<file path="src/rtl/gate_selftest_ctrl.sv">
// gate_selftest_ctrl: exhaustive self-test sequencer for one N_IN-input combinational gate.
// Steps dut_in through every vector. Each vector is held SETTLE cycles, and dut_y is then
// sampled and checked against a truth table latched at start.
//
// Ports:
//   clk        rising-edge clock
//   rst_n      asynchronous active-low reset
//   start      begin a run (only looked at while idle)
//   expected   truth table, bit i = required dut_y for dut_in == i
//   dut_in     gate inputs (MSB = first gate input)
//   dut_y      gate output
//   busy       high from the first WAIT cycle through the DONE cycle
//   done       one-cycle pulse at run completion
//   pass       last completed run had no mismatches
//   err_count  mismatching vectors in current/last run
//   fail_mask  bit i set when vector i mismatched
module gate_selftest_ctrl #(
  parameter int unsigned N_IN   = 2,
  parameter int unsigned SETTLE = 2,
  localparam int unsigned V     = 1 << N_IN
) (
  input  logic            clk,
  input  logic            rst_n,
  input  logic            start,
  input  logic [V-1:0]    expected,
  output logic [N_IN-1:0] dut_in,
  input  logic            dut_y,
  output logic            busy,
  output logic            done,
  output logic            pass,
  output logic [N_IN:0]   err_count,
  output logic [V-1:0]    fail_mask
);

  localparam logic [1:0] StIdle   = 2'd0;
  localparam logic [1:0] StWait   = 2'd1;
  localparam logic [1:0] StSample = 2'd2;
  localparam logic [1:0] StDone   = 2'd3;

  logic [1:0]      state_q, state_d;
  logic [N_IN-1:0] idx_q, idx_d;
  logic [3:0]      cnt_q, cnt_d;
  logic [V-1:0]    exp_q, exp_d;
  logic [N_IN:0]   err_q, err_d;
  logic [V-1:0]    mask_q, mask_d;
  logic            pass_q, pass_d;
  logic            mismatch;

  assign mismatch = (dut_y != exp_q[idx_q]);

  always_comb begin
    state_d = state_q;
    idx_d   = idx_q;
    cnt_d   = cnt_q;
    exp_d   = exp_q;
    err_d   = err_q;
    mask_d  = mask_q;
    pass_d  = pass_q;
    case (state_q)
      StIdle: begin
        if (start) begin
          exp_d   = expected;
          err_d   = '0;
          mask_d  = '0;
          pass_d  = 1'b0;
          idx_d   = '0;
          cnt_d   = '0;
          state_d = StWait;
        end
      end
      StWait: begin
        if (cnt_q == 4'(SETTLE - 1)) begin
          state_d = StSample;
        end else begin
          cnt_d = cnt_q + 4'd1;
        end
      end
      StSample: begin
        if (mismatch) begin
          err_d         = err_q + (N_IN + 1)'(1);
          mask_d[idx_q] = 1'b1;
        end
        if (idx_q == N_IN'(V - 1)) begin
          // Uses err_d so the final sample counts towards the verdict shown in DONE.
          pass_d  = (err_d == '0);
          state_d = StDone;
        end else begin
          idx_d   = idx_q + N_IN'(1);
          cnt_d   = '0;
          state_d = StWait;
        end
      end
      StDone: begin
        state_d = StIdle;
      end
      default: begin
        state_d = StIdle;
      end
    endcase
  end

  always_ff @(posedge clk or negedge rst_n) begin
    if (!rst_n) begin
      state_q <= StIdle;
      idx_q   <= '0;
      cnt_q   <= '0;
      exp_q   <= '0;
      err_q   <= '0;
      mask_q  <= '0;
      pass_q  <= 1'b0;
    end else begin
      state_q <= state_d;
      idx_q   <= idx_d;
      cnt_q   <= cnt_d;
      exp_q   <= exp_d;
      err_q   <= err_d;
      mask_q  <= mask_d;
      pass_q  <= pass_d;
    end
  end

  // The vector index doubles as the gate stimulus; it stays at V-1 after a run.
  assign dut_in    = idx_q;
  assign busy      = (state_q != StIdle);
  assign done      = (state_q == StDone);
  assign pass      = pass_q;
  assign err_count = err_q;
  assign fail_mask = mask_q;

endmodule
</file>
<file path="config.mk">
export PLATFORM = sky130hd
export DESIGN_NAME = gate_selftest_ctrl
export DESIGN_NICKNAME = d
export VERILOG_FILES = /design/src/rtl/gate_selftest_ctrl.sv
export SDC_FILE = /design/constraint.sdc
export NUM_CORES = 1
export LEC_CHECK = 0
export CAP_MARGIN = 15
export CORE_UTILIZATION = 45
export DETAILED_ROUTE_END_ITERATION = 10
export GPL_TIMING_DRIVEN = 0
export PLACE_DENSITY = 0.81
export REMOVE_ABC_BUFFERS = 1
export SLEW_MARGIN = 0
export SYNTH_ARGS = -nofsm -noshare
export SYNTH_HDL_FRONTEND = slang
export SYNTH_SLANG_ARGS = --single-unit
export TNS_END_PERCENT = 50
</file>
<file path="constraint.sdc">
create_clock -name clk -period 5.75 [get_ports clk]
set_input_delay 0.8625 -clock clk [delete_from_list [all_inputs] [get_ports clk]]
set_output_delay 0.8625 -clock clk [all_outputs]
set_load 0.03 [all_outputs]
</file>
## Word-level counts from Yosys, hierarchy flattened

Index checks and enable logic that the tools add are counted.

- Bits in registers: 20
- Bits of input ports: 8
- Word-level logic and storage cells: 62
- Output and inout port bits: 12

- Bitwise operators: 1
- Add/subtract/negate cells: 3
- $lt $le $gt $ge: 2
- Reduce and logical (&&, ||, !) cells: 13
- Mux-type cells: 24
- Equal/unequal tests: 12

Operators with widths:

| cell | count |
|---|---|
| 4-bit 2-to-1 mux | 4 |
| 2-bit != test (second input constant) | 6 |
| 4-bit one-hot mux with 3 select lines | 1 |
| 2-bit 2-to-1 mux | 5 |
| 3-bit 2-to-1 mux | 3 |
| 3-bit AND reduction | 3 |
| 2-bit one-hot mux with 4 select lines | 1 |
| 4-bit one-hot mux with 2 select lines | 1 |
| 2-bit == test (second input constant) | 3 |
| 3-bit one-hot mux with 2 select lines | 1 |
| 2-bit AND reduction | 3 |
| 4-bit by 1-bit adder with 4-bit output (second input constant) | 1 |
| 4-bit by 1-bit == test with 1-bit output (second input constant) | 1 |
| 1-bit 2-to-1 mux | 4 |
| 4-bit bitwise OR | 1 |
| 2-bit one-hot mux with 2 select lines | 1 |
| 4-bit AND reduction | 1 |
| 2-bit nonzero test | 2 |
| 3-bit by 1-bit adder with 3-bit output (second input constant) | 1 |
| 3-bit zero test | 1 |
| 2-bit by 3-bit less-than comparator with 1-bit output (second input constant) | 1 |
| 3-bit nonzero test | 1 |
| 2-bit by 1-bit adder with 2-bit output (second input constant) | 1 |
| 1-bit binary-select mux with 2-bit select | 1 |
| 7 further kinds | 7 |

## Logic depth before layout (Yosys ltp)

- Depth in word-level cells: 8
- Gate-level depth with buffers: 6
- Depth with buffers taken out: 6

## Worst setup path after synthesis

OpenSTA, ideal clock, no wires.

- Path type: register to register
- Start: register idx_q[0] (netlist: dut_in[0])
- End: register err_q[1] (netlist: err_count[1])
- Required time: 5.629 ns
- Library setup time: 0.121 ns
- Data arrival time: 2.008 ns
- Slack: 3.621 ns
- Period minus slack after synthesis: 2.129 ns
- Buffers on the path: 0
- Cell stages (with the launch flop): 5
- Cell sequence: dfrtp_1 mux4_2 xor2_2 mux2_4 a22o_1

- Cells in the longest elaborated chain, start to end: 6

RTL lines:

| what | RTL line | text |
|---|---|---|
| from (decl) | 41 | `logic [N_IN-1:0] idx_q, idx_d;` |
| from (signal assigned) | 113 | `idx_q <= idx_d;` |
| 1-bit binary-select mux with 2-bit select | 49 | `assign mismatch = (dut_y != exp_q[idx_q]);` |
| 1-bit 2-to-1 mux (implied by the code) | 49 |  |
| 1-bit != test | 49 |  |
| 3-bit 2-to-1 mux | 79 | `if (mismatch) begin` |
| 3-bit 2-to-1 mux | 59 | `case (state_q)` |
| 3-bit one-hot mux with 2 select lines | 59 |  |
| to (signal assigned) | 116 | `err_q <= err_d;` |
| to (decl) | 44 | `logic [N_IN:0] err_q, err_d;` |

Every way passes these cells. The select of a mux whose other input is x is not followed.
A chain may end at the register's enable or synchronous reset.

## Worst setup path after layout

- Start: register state_q[1]
- End: output busy

- Cells in the longest elaborated chain, start to end: 1

RTL lines:

| what | RTL line | text |
|---|---|---|
| from (decl) | 40 | `logic [1:0] state_q, state_d;` |
| from (signal assigned) | 104 | `state_q <= StIdle;` |
| from (signal assigned) | 112 | `state_q <= state_d;` |
| 2-bit nonzero test | 124 | `assign busy = (state_q != StIdle);` |
| to (decl) | 28 | `output logic busy,` |

Every way passes these cells.

==> run_results.csv <==
group,metric,value,unit
setup_path,cp_slowest_cell,"clkdlybuf4s50_1",
floorplanning,start_util,48.2,%
place,dp_slack,3.28,ns
layout,final_cell_mix,"dfrtp_1 (20), clkdlybuf4s50_1 (19), o21ai_0 (9)",
setup_path,path_class,"flop to primary output",
clock_tree,post_cts_buffers,0,
synth,ys_seq_area_share,46.5,%
routing,avgViaCountPerCell,5.61,
clock_tree,tritoncts,"yes",
sta,fmax,0.366,GHz
setup_path,crit_path_max_fanout,17,
setup_path,crit_chain,"or2_2 > clkdlybuf4s50_1",
setup_path,start_kind,"flop",
min_path,hold_class,"flop to flop",
grt,grt_pass1_vias,822,
sta,fin_tns_setup,0,ns
routing,drc,0,
sta,finalCriticalPeriod,2.73,ns
setup_path,path_buf_inv,1,
sta,rsz0062_at_grt,"false",
routing,wirelength,2.15,mm
grt,gr-total-overflow,0,
synth,ys_ff_latch,20,
clock_tree,postCtsHoldBufs,0,
clock_tree,clkTransAtPathRegs,0.11,ns
place,portBuffers,19,
layout,antenna_cells,0,
sta,final.setup.worst_slack,3.02,ns
grt,grt_antenna_before_repair,0,
place,place.gp.congestion,0.758,
routing,ant_nets,0,
synth,yosys.area.top_type,"dfrtp_1",
sta,slew_headroom,42.8,%
layout,layout.cells.non_filler,146,
grt,grt_usage,19.6,%
routing,drt_pre_antenna_iters,4,
synth,synth_top_area_share,46.5,%
floorplanning,io_pins,20,
sta,final-setup-viol-count,0,
layout,final_common_cell,"dfrtp_1",
clock_tree,ctsLongestPathBuffers,2,
synth,ys_types,30,
floorplanning,design.core.area,2230,um2
layout,finish.net_count,135,
layout,drive_above_1_share,11.9,%
synth,synth_flop_cell,"dfrtp_1",
synth,synth_edf_count,0,
place,hpwlAfterDp,1.56,mm
place,place_inst,143,
routing,via_count,819,
floorplanning,die_h,50.9,um
floorplanning,rows,17,
synth,ys_top_cells_by_area,"dfrtp_1 (46%), ha_1 (8.1%), mux2_2 (6.3%), o21ai_0 (4.2%), a22o_1 (4.1%)",
clock_tree,cts_max_level,1,
sta,fin_crit_sh,47.5,%
floorplanning,die_w,50.9,um
status,status,"complete, no violations",
setup_path,cp_top_family,"buffers and inverters",
sta,fin_skew,0.00990,ns
sta,finalMaxSlewViolations,0,
setup_path,cp.required,4.89,ns
synth,synth_warnings,0,
grt,grt_first_pass_wirelength,3.68,mm
sta,hold_viol,0,
clock_tree,ctsResizeCount,0,
clock_tree,numCtsBuffers,3,
routing,avgRoutedWirePerCell,14.7,um
power_and_ir_drop,ir_drop,0.248,mV
grt,grt_max_degree,21,
layout,fin_util,59.0,%
power_and_ir_drop,powerDensity,502,nW/um2
synth,syn_area,1080,um2
layout,nFillCells,207,
synth,syn_avg_cell_area,11.0,um2
job,drv_cap,0,
setup_path,critPathMaxStageDelay,0.60,ns
clock_tree,numClockSinks,20,
clock_tree,insertion_delay,0.31,ns
routing,drt_iter0_drc,18,
synth,synth_cells,98,
setup_path,crit_arrival,1.87,ns
layout,syn2layout_area_growth,22.3,%
power_and_ir_drop,power_leakage,0.609,nW
synth,async_flop_share,100,%
clock_tree,cts_root_buffer,"clkbuf_4",
setup_path,end_kind,"primary output",
floorplanning,die_area,2590,um2
sta,tightestPinTransition,0.856,ns
[cells in the mapped netlist, types with 2 or more instances]
cell      count
a22o_1        5
a41oi_1       3
and2_1        2
clkbuf_1      2
dfrtp_1      20
ha_1          7
inv_1         7
mux2_2        6
mux2i_1       2
nand2_1       3
nand3_1       2
nor2_1        8
nor2b_1       4
nor3b_1       2
o21ai_0       9
xor2_1        2
[cell type report]
class	count	area, um2	share of cell area, %
multi-input cells	69	543	41.2
flip-flops and latches	20	500	38.0
repair buffers	19	190	14.4
well taps	28	35.0	2.66
inverters	7	26.3	1.99
clock buffers	3	22.5	1.71
[state kept, by name, indices dropped and copies added, names as in the netlist]
register   cells
cnt_q          4
exp_q          4
fail_mask      4
err_count      3
dut_in         2
state_q        2
pass           1
[kinds of logic (layout without fill, tap and decap cells)]
logic type                 count (synthesis)  after routing  synth area share [%]
xor gates and xnor gates                   3              3                  3.14
DFF                                       20             20                  46.5
adders and majority gates                  7              7                  8.13
muxes                                     10             10                  11.6
AOI/OAI and AO/OA                         21             21                  13.4
buffers and inverters                      9             29                  3.14
and+or+nand+nor                           28             28                  14.2
[metrics by stage]
stage | hold WS, ns | instance area [um2] | power [W]
global route | 0.541 | 1320 | 0.000709
global placement | 0.484 | 1290 | 0.000577
finish | 0.521 | 1320 | 0.000662
floorplan | 0.475 | 1070 | 0.000482
detailed placement | 0.500 | 1290 | 0.000597
CTS | 0.525 | 1320 | 0.000663
[path summary, 6_finish.rpt]
path	startpoint	endpoint	slack (ns)	depth (start not counted)
max	state_q[1]$_DFFE_PN0P_	busy	3.02	2
max in group asynchronous	rst_n	pass$_DFFE_PN0P_	4.18	1
max reg2reg	dut_in[0]$_DFFE_PN0P_	err_count[1]$_DFFE_PN0P_	3.64	4
min reg2reg	exp_q[0]$_DFFE_PN0P_	exp_q[0]$_DFFE_PN0P_	0.52	1
min	exp_q[0]$_DFFE_PN0P_	exp_q[0]$_DFFE_PN0P_	0.52	1
min in group asynchronous	rst_n	exp_q[2]$_DFFE_PN0P_	1.03	1
[layer usage]
layer  track usage [%]  up-vias  part of all wire, %
met2              33.1       30                   49
met4              6.94        0                  1.6
met5                 0        -                    0
met3              3.57        5                  4.1
met1              25.0      395                   45
li1                  -      389                    -
[power by group]
group | internal, W | switching [W] | total (W)
clock network | 0.0000245 | 0.0000414 | 0.0000659
logic | 0.000162 | 0.000179 | 0.000341
registers | 0.000188 | 0.0000665 | 0.000255
total | 0.000375 | 0.000287 | 0.000662
Power figures use the tool's default switching activity.
==> RTL edit, RTL diff (same settings) <==
Change the parameter `N_IN` from 2 to 4.
--- a/src/rtl/gate_selftest_ctrl.sv
+++ b/src/rtl/gate_selftest_ctrl.sv
@@ -15,7 +15,7 @@
 //   err_count  mismatching vectors in current/last run
 //   fail_mask  bit i set when vector i mismatched
 module gate_selftest_ctrl #(
-  parameter int unsigned N_IN   = 2,
+  parameter int unsigned N_IN   = 4,
   parameter int unsigned SETTLE = 2,
   localparam int unsigned V     = 1 << N_IN
 ) (
Ports: changed (resized dut_in, err_count, expected and fail_mask); port bits go from 20 to 48. The function was not compared with the original's and may differ.
==> RTL edit against the unedited design <==
Sequential cell count is 28 higher. Synthesized cell count is 130% higher. Area after synthesis is 110% higher. Final cell count is 130% higher. Die area is 110% higher. Worst setup slack worse by 0.25 ns. Wire length is 120% higher. Non-clock buffer count is 29 higher. Total power is 77% higher. Global-route usage is 0.65 points lower. Register-to-register slack worse by 0.88 ns. Cell area is 120% higher. Largest cell class is now sequential cells. Largest power group is now sequential cells.
==> RTL edit: results (changes against the unedited design) <==
stage;metric;value;unit;change
run_status;status;finished clean;;
worst_setup_path;rr_worst_depth;5;;+1
drt;vias;1796;;+120%
placement;gp_congestion;0.7602;;+0.26%
logic_synthesis;post_synth_main_area_contributors;dfrtp_1 52%, nand2_1 10%, a22o_1 6.1%;;
worst_setup_path;crit_arrival;3.18;ns;+1.31 ns
global_routing;grt_usage;18.96;%;-0.65 points
global_routing;grt_pass1_wl;7.824;mm;+110%
logic_synthesis;synth_mux_area_share;7.093;%;-4.5 points
worst_setup_path;cp_max_fo;12;;-5
finish;n_fill_cell;434;;+110%
logic_synthesis;synth_xor_area_share;2.653;%;-0.48 points
drt;drtIter0Drc;108;;+90
logic_synthesis;yosysSeqAreaShare;51.98;%;+5.5 points
logic_synthesis;synthTopCellsByCount;62 x nand2_1, 48 x dfrtp_1, 16 x a22o_1, 13 x nor2_1, 9 x clkbuf_1;;
logic_synthesis;synth_fa_ha_area_share;3.790;%;-4.3 points
global_routing;first_global_vias;1776;;+120%
logic_synthesis;synth_compound_gate_area_share;11.97;%;-1.4 points
power;leakagePower;1.374;nW;+130%
placement;dp_hpwl;3.306;mm;+110%
finish;drive_gt1_share;5.926;%;-5.9 points
timing;finClkSkew;0.006839;ns;-0.003061 ns
power;vdd_drop_max;0.1957;mV;-21%
global_routing;grt_max_degree;34;;+62%
timing;slew_headroom;29.61;%;-13 points
min_path;holdPathStages;2;;+1
==> RTL edit: area by class of cell <==
cell class | count | share of cell area, %
flip-flops and latches | 48 | 41.10
multi-input cells | 162 | 35.49
repair buffers | 48 | 16.61
clock buffers | 7 | 3.296
well taps | 67 | 2.868
inverters | 5 | 0.6421
==> RTL edit: metrics by stage <==
stage | total power [mW] | instance area (sq um) | std cells | worst slack, ns
global placement | 0.9425 | 2811 | 329 | 2.504
CTS | 1.182 | 2923 | 337 | 2.751
floorplan | 0.8087 | 2257 | 215 | 2.982
global route | 1.256 | 2923 | 337 | 2.576
finish | 1.172 | 2923 | 337 | 2.765
detailed placement | 0.9655 | 2826 | 330 | 2.764
==> RTL edit: kinds of logic (layout without fill, tap and decap cells) <==
group                    count (synthesis)  in the layout
AO/OA/AOI/OAI                           35             35
XOR/XNOR                                 7              7
adder cells (fa/ha/maj)                  7              7
buffers and inverters                   17             60
flip-flops                              48             48
multiplexers                            10             10
AND/OR/NAND/NOR                        103            103
==> RTL edit: final timing paths <==
path | slack [ns] | from | to
max | 2.76 | dut_in[0]$_DFFE_PN0P_ | err_count[2]$_DFFE_PN0P_
min | 0.48 | exp_q[10]$_DFFE_PN0P_ | exp_q[10]$_DFFE_PN0P_
max reg2reg | 2.76 | dut_in[0]$_DFFE_PN0P_ | err_count[2]$_DFFE_PN0P_
min reg2reg | 0.48 | exp_q[10]$_DFFE_PN0P_ | exp_q[10]$_DFFE_PN0P_
max in group asynchronous | 4.71 | rst_n | exp_q[8]$_DFFE_PN0P_
min in group asynchronous | 0.52 | rst_n | err_count[2]$_DFFE_PN0P_
==> RTL edit: worst register-to-register path, stage by stage, from the launching register on <==
cell,delay (ns)
dfrtp_1,0.64
mux4_2,0.58
mux4_2,0.49
xor2_1,0.72
a21oi_1,0.15
a211o_1,0.29
==> RTL edit: where the power goes <==
| part | internal (mW) | switching, mW |
|---|---|---|
| combinational | 0.186 | 0.264 |
| sequential | 0.422 | 0.0863 |
| clock | 0.107 | 0.107 |
==> RTL edit: layer usage <==
metal	GRT usage, %	part of all wire, %	vias to the layer above
li1	-	-	875
met1	23.50	45	876
met2	32.72	49	40
met3	4.801	4.1	5
met4	5.342	1.1	0
met5	0	0	-
